--- src/rtl/id_ex_seg_reg.sv ---
// ID/EX pipeline segment register with flush, stall and self-inserted load-use bubbles.
// Also keeps a saturating count of the bubbles inserted into EX.
module id_ex_seg_reg (
    input  logic        clk,
    input  logic        rst_n,
    input  logic        StallE,
    input  logic        FlushE,
    input  logic        JalD,
    input  logic        JalrD,
    input  logic        MemToRegD,
    input  logic        LoadNpcD,
    input  logic        AluSrc1D,
    input  logic [2:0]  RegWriteD,
    input  logic [2:0]  BranchTypeD,
    input  logic [3:0]  MemWriteD,
    input  logic [3:0]  AluContrlD,
    input  logic [1:0]  AluSrc2D,
    input  logic [1:0]  RegReadD,
    input  logic [31:0] PCD,
    input  logic [31:0] RegOut1D,
    input  logic [31:0] RegOut2D,
    input  logic [31:0] ImmD,
    input  logic [4:0]  RdD,
    input  logic [4:0]  Rs1D,
    input  logic [4:0]  Rs2D,
    output logic        JalE,
    output logic        JalrE,
    output logic        MemToRegE,
    output logic        LoadNpcE,
    output logic        AluSrc1E,
    output logic [2:0]  RegWriteE,
    output logic [2:0]  BranchTypeE,
    output logic [3:0]  MemWriteE,
    output logic [3:0]  AluContrlE,
    output logic [1:0]  AluSrc2E,
    output logic [1:0]  RegReadE,
    output logic [31:0] PCE,
    output logic [31:0] RegOut1E,
    output logic [31:0] RegOut2E,
    output logic [31:0] ImmE,
    output logic [4:0]  RdE,
    output logic [4:0]  Rs1E,
    output logic [4:0]  Rs2E,
    output logic        ValidE,
    output logic        LoadUseStallD,
    output logic [15:0] BubbleCnt
);

    localparam logic [2:0] NOREGWRITE = 3'b000;
    localparam logic [2:0] NOBRANCH   = 3'b000;

    logic rs1Hit;
    logic rs2Hit;
    logic bubble;

    // A load in EX whose destination is read by the instruction in ID must wait one cycle.
    assign rs1Hit        = RegReadD[1] & (Rs1D == RdE);
    assign rs2Hit        = RegReadD[0] & (Rs2D == RdE);
    assign LoadUseStallD = ValidE & MemToRegE & (RdE != 5'd0) & (rs1Hit | rs2Hit);
    assign bubble        = FlushE | LoadUseStallD;

    always_ff @(posedge clk or negedge rst_n) begin
        if (!rst_n) begin
            JalE        <= 1'b0;
            JalrE       <= 1'b0;
            MemToRegE   <= 1'b0;
            LoadNpcE    <= 1'b0;
            AluSrc1E    <= 1'b0;
            RegWriteE   <= NOREGWRITE;
            BranchTypeE <= NOBRANCH;
            MemWriteE   <= 4'b0000;
            AluContrlE  <= 4'b0000;
            AluSrc2E    <= 2'b00;
            RegReadE    <= 2'b00;
            PCE         <= 32'd0;
            RegOut1E    <= 32'd0;
            RegOut2E    <= 32'd0;
            ImmE        <= 32'd0;
            RdE         <= 5'd0;
            Rs1E        <= 5'd0;
            Rs2E        <= 5'd0;
            ValidE      <= 1'b0;
            BubbleCnt   <= 16'd0;
        end else if (bubble) begin
            JalE        <= 1'b0;
            JalrE       <= 1'b0;
            MemToRegE   <= 1'b0;
            LoadNpcE    <= 1'b0;
            AluSrc1E    <= 1'b0;
            RegWriteE   <= NOREGWRITE;
            BranchTypeE <= NOBRANCH;
            MemWriteE   <= 4'b0000;
            AluContrlE  <= 4'b0000;
            AluSrc2E    <= 2'b00;
            RegReadE    <= 2'b00;
            PCE         <= 32'd0;
            RegOut1E    <= 32'd0;
            RegOut2E    <= 32'd0;
            ImmE        <= 32'd0;
            RdE         <= 5'd0;
            Rs1E        <= 5'd0;
            Rs2E        <= 5'd0;
            ValidE      <= 1'b0;
            // Saturate so a long-running count never wraps back to a small value.
            if (BubbleCnt != 16'hFFFF) begin
                BubbleCnt <= BubbleCnt + 16'd1;
            end
        end else if (!StallE) begin
            JalE        <= JalD;
            JalrE       <= JalrD;
            MemToRegE   <= MemToRegD;
            LoadNpcE    <= LoadNpcD;
            AluSrc1E    <= AluSrc1D;
            RegWriteE   <= RegWriteD;
            BranchTypeE <= BranchTypeD;
            MemWriteE   <= MemWriteD;
            AluContrlE  <= AluContrlD;
            AluSrc2E    <= AluSrc2D;
            RegReadE    <= RegReadD;
            PCE         <= PCD;
            RegOut1E    <= RegOut1D;
            RegOut2E    <= RegOut2D;
            ImmE        <= ImmD;
            RdE         <= RdD;
            Rs1E        <= Rs1D;
            Rs2E        <= Rs2D;
            ValidE      <= 1'b1;
        end
    end

endmodule
--- config.mk ---
export PLATFORM = sky130hd
export DESIGN_NAME = id_ex_seg_reg
export DESIGN_NICKNAME = d
export VERILOG_FILES = /design/src/rtl/id_ex_seg_reg.sv
export SDC_FILE = /design/constraint.sdc
export NUM_CORES = 1
export LEC_CHECK = 0
export ABC_AREA = 1
export CAP_MARGIN = 10
export CORE_AREA = 2 2 147 149
export CTS_CLUSTER_DIAMETER = 80
export CTS_CLUSTER_SIZE = 28
export DETAILED_ROUTE_END_ITERATION = 8
export DIE_AREA = 0 0 149 151
export PLACE_DENSITY = 0.79
export RECOVER_POWER = 100
export SYNTH_ARGS = -nofsm -noshare
export SYNTH_HDL_FRONTEND = slang
export SYNTH_SLANG_ARGS = --single-unit
export TNS_END_PERCENT = 50
--- constraint.sdc ---
create_clock -name clk -period 1.7 [get_ports clk]
set_clock_uncertainty 0.1 [all_clocks]
set_input_delay 0.51 -clock clk [delete_from_list [all_inputs] [get_ports clk]]
set_output_delay 0.51 -clock clk [all_outputs]
set_load 0.005 [all_outputs]
After elaboration in Yosys (flattened, before gate mapping)
Cells that the tools add are included.

Flip-flop bits (word level): 183. Input port bits: 170. Output and inout bits: 184. Word-level logic and storage cells: 72.

$add $sub $neg: 1. Eq/ne operators: 4. Multiplexer cells: 38. Bitwise logic cells: 7. Reductions and logical operators: 2.

Operators by type and width (number): $mux 32 (8); $mux 5 (6); $add 16x1->16 const B (1); $mux 4 (4); $ne 16x16->1 const B (1); $mux 1 (12); $mux 3 (4); $eq 5x5->1 (2); $mux 2 (4); $and 1x1->1 (5); $reduce_bool 5->1 (1); $ne 2x1->1 const B (1); $or 1x1->1 (2); $reduce_and 2->1 (1).

Longest topological paths before layout
Depth in word-level cells: 6. Mapped depth: 12. Mapped depth without buffers: 11.

Worst setup path before layout
Ideal clock, no wire load.

Path type: reg-to-reg. From: register BubbleCnt[0]. To: register BubbleCnt[7]. Setup time: 0.117 ns. Arrival time: 1.398 ns. Required time: 1.483 ns. Setup slack: 0.085 ns. Stages on the path, launching flop included: 8. Buffers on the path: 1. Clock period less this slack: 1.615 ns. Path through: dfrtp_1 ha_1 nand3_2 nor2_4 nand4_4 buf_2 nand3_1 nand2_1.

Cells in the longest elaborated chain, start to end: 2. Elaborated cells between the ends (all ways): 3. Those cells by class: 1 x add/sub; 1 x eq/ne; 1 x reduce/logical.

Ends and longest elaborated chain: start, declared (line 46) `output logic [15:0] BubbleCnt`; start signal, assigned (line 106) `BubbleCnt <= BubbleCnt + 16'd1;`; parallel branches: the longest is 2 deep, another holds $add 16x1->16.

Several ways; the timed one is not identified. A chain may end at the register's enable or synchronous reset.

Worst setup path in the final report
From: register RdE[0]. To: output port LoadUseStallD.

Cells in the longest elaborated chain, start to end: 4. Elaborated cells between the ends (all ways): 8. Those cells by class: 2 x eq/ne; 5 x bitwise; 1 x reduce/logical.

Ends and longest elaborated chain: start, declared (line 41) `output logic [4:0] RdE,`; start signal, assigned (line 124) `RdE <= RdD;`; $eq 5x5->1 (on tied branches) (line 57, 58); $and 1x1->1 (on tied branches) (line 57, 58); $or 1x1->1 (line 59) `assign LoadUseStallD = ValidE & MemToRegE & (RdE != 5'd0) & (rs1Hit | rs2Hit);`; $and 1x1->1 (*) (line 59); end, declared (line 45) `output logic LoadUseStallD,`.

Every way passes the cells marked *; elsewhere a longest branch is shown, timed or not.

==> reports/results.ini <==
[routing]
via_per_inst = 4.99
dr_wl_met3_microns = 2160
final_antenna_net_count = 0
via_count = 8106
routed_wl_microns = 29000
highest-signal-layer = met4
routed-wl-met2_microns = 14900
drtPass1Iterations = 5
routed_wire_length_per_instance_microns = 17.9
remaining_drc_errors = 0
drt_first_iter_violations = 505
wl_met1_microns = 11100

[layout]
num-fill-cells = 1613
layout.area.seq_sq_um = 4590
utilization_pct = 66.5
design.final.nets = 1507
postLayoutCellArea_sq_um = 13800
multi_input_comb_area_sq_um = 3130
diodes = 0
drive_above_1_share_pct = 18.5
area_added_between_synthesis_and_finish_pct = 76.3
final-instance-count-excl-fill = 1624

[cts]
clock-sinks = 183
clock_tree.root_cell = sky130_fd_sc_hd__clkbuf_16
clkLatencyLatePin_ps = 420
clk_pin_slew_ps = 70
cts_inserted_buffers = 17
clock_tree_from_tritoncts = yes
bufs_on_longest_clock_path = 2
h-tree-depth = 4

[logic_synthesis]
yosys.cell_count.top_type = sky130_fd_sc_hd__nand2_1
synth.cells.most_frequent = sky130_fd_sc_hd__nand2_1, sky130_fd_sc_hd__dfrtp_1, sky130_fd_sc_hd__a21oi_1, sky130_fd_sc_hd__clkbuf_1, sky130_fd_sc_hd__nor2_1
synth_sequential_area_ratio_pct = 58.4
synthesis.area_sq_um = 7850
synth-compound-area-share_pct = 10.6
area_share_of_fa_ha_maj_cells_after_synthesis_pct = 0.159
synth.lib_cells_used.distinct = 25
synth_top_cell_area_share_pct = 58.4
yosysWarnings = 0
synth_edf_count = 0
yosys.area.top_type = sky130_fd_sc_hd__dfrtp_1
ys_ff_latch = 183
synthXorXnorAreaFrac_pct = 1.34
postSynth.topFlopCell = sky130_fd_sc_hd__dfrtp_1
main_combinational_cell_family_by_area_after_synthesis = simple AND/OR/NAND/NOR gates
synthCells = 916
synthTopCellsByArea = sky130_fd_sc_hd__dfrtp_1, sky130_fd_sc_hd__nand2_1, sky130_fd_sc_hd__a21oi_1
mappedNetlistNets = 1087
share_of_synthesized_registers_carrying_an_async_set_or_reset_pct = 100
syn-mean-instance-area_sq_um = 8.57
synth_simple_gate_area_share_pct = 23.8
yosys-mux-area-fraction_pct = 0

[worst_setup_path]
timing.critical_path.slowest_cell_delay_ps = 420
critical_path.startpoint_type = flop
path_buf_inv = 3
timing.critical_path.slowest_stage_cell = sky130_fd_sc_hd__dfrtp_1
critical_path.max_fanout = 4
crit_type = flop to output port
worst_ep_required_time_ps = 1090
critical_path.endpoint_type = output port
critical-path-top-delay-family = simple AND/OR/NAND/NOR gates
cp_data_arrival_time_ps = 1530
crit_chain = inv_2 -> nor2_1 -> nor2_2 -> nand3_1 -> nand2_1 -> nand2_2 -> inv_1 -> buf_2

[die]
starting_density_of_the_core_pct = 37.7
core_region_area_sq_um = 20800
die_extent_in_y_microns = 151
number_of_placement_rows = 53
ios = 354
die_area_sq_um = 22500
dieWidth_microns = 149

[place]
detailed_place.area_sq_um = 11900
placer_s_final_routability_congestion_estimate = 0.849
io_buffer_count = 353
place.detailed.instances = 1541
place.detailed.hpwl_microns = 18200
pre_cts_slack_ps = -1010

[sta]
fmax_ghz = 0.467
final_setup_violation_count = 189
max-slew-margin-rel_pct = 47.6
timing.final.max_slew_violations = 0
transition_time_at_the_pin_with_the_least_slew_margin_ps = 787
grt_setup_unrepaired = yes
post-route-min-period_ps = 2140
layout_setup_ws_ps = -443
final_hold_viol_count = 0
timing.hold.ws_ps = 425
final_min_period_over_clock_period_pct = 126
timing.setup.tns_ps = -43150

[grt]
gr-total-overflow = 0
grt_overall_usage_pct = 23.9
antenna_found_initial = 0
largest_net_degree_at_the_start_of_global_routing = 78
grt_first_pass_wirelength_microns = 41900
grt_pass1_vias = 8018

[run]
cap_viol_max_count = 0

[power]
leakagePower_nw = 8.27
design_power_total_mw = 10.9
power.ir.vdd_worst_v = 0.000606
power_per_cell_area_nw_per_um2 = 786

[status]
violations = negative setup slack
status = finished with violations

[hold_path]
worst_hold_path_type = input port to flop

-- worst paths after layout --
path,end,start,cells after the start,slack (ps)
min in group asynchronous,BubbleCnt[8]$_DFFE_PN0P_,rst_n,2,590
setup / recovery,LoadUseStallD,RdE[0]$_DFFE_PN0P_,8,-440
max in group asynchronous,RdE[4]$_DFFE_PN0P_,rst_n,3,120
hold reg to reg,PCE[0]$_DFFE_PN0P_,PCE[0]$_DFFE_PN0P_,2,430
hold / removal,Rs2E[0]$_DFFE_PN0P_,Rs2D[0],3,420
setup reg to reg,BubbleCnt[4]$_DFFE_PN0P_,RdE[0]$_DFFE_PN0P_,14,-320
-- sequential cells by signal (all words and copies together), names as in the netlist --
name	cells
AluContrlE	4
MemWriteE	4
RdE	5
AluSrc2E	2
RegOut1E	32
MemToRegE	1
JalE	1
RegWriteE	3
Rs2E	5
RegReadE	2
BubbleCnt	16
ImmE	32
JalrE	1
LoadNpcE	1
Rs1E	5
BranchTypeE	3
PCE	32
RegOut2E	32
ValidE	1
AluSrc1E	1
-- cells by family after synthesis --
group                      count (synthesis)
buffers and inverters                     87
DFF                                      183
and+or+nand+nor                          467
xor gates and xnor gates                  12
AOI/OAI and AO/OA                        166
adders and majority gates                  1
-- layout by cell type (no fill, tap or decap), drive strengths merged --
cell type	count
a21oi	166
buf	105
clkbuf	47
clkdlybuf4s15	14
clkdlybuf4s50	155
clkinv	4
clkinvlp	1
dfrtp	183
dlygate4sd2	12
dlygate4sd3	1
dlymetal6s2s	142
ha	1
inv	38
nand2	395
nand3	29
nand4	3
nor2	35
nor3	6
xnor2	4
xor2	8
-- repair_timing --
action,CTS,global route
gates resized for setup,200,257
gates cloned,14,6
setup buffers,41,8
hold buffers,1,0
hold endpoints to repair,17,0
pin swaps,10,8
setup endpoints to repair,367,352
-- worst min-delay path: stages --
cell and delay [ps]:
sky130_fd_sc_hd__dlygate4sd2_1 270, sky130_fd_sc_hd__nand2_1 80, sky130_fd_sc_hd__a21oi_1 50
-- power breakdown --
group / total [mW] / internal (mW) / switching [mW]
combinational: 2.24 / 1.24 / 1.01
sequential: 4.77 / 4.61 / 0.157
clock: 3.86 / 1.98 / 1.88
total: 10.9 / 7.83 / 3.04
-- routing by layer --
layer	vias to the layer above	global-route usage (%)
met3	63	6.27
met5	-	0
li1	3764	-
met1	3954	28.4
met4	0	8.14
met2	325	42.1
-- area by class of cell --
class	count	share of cell area, %
flip-flops and latches	183	33.2
repair buffers	458	36.8
multi-input cells	647	22.6
clock inverters	14	0.931
inverters	29	0.805
well taps	275	2.49
clock buffers	18	3.17
No activity file was read; power rests on OpenSTA's default activity.
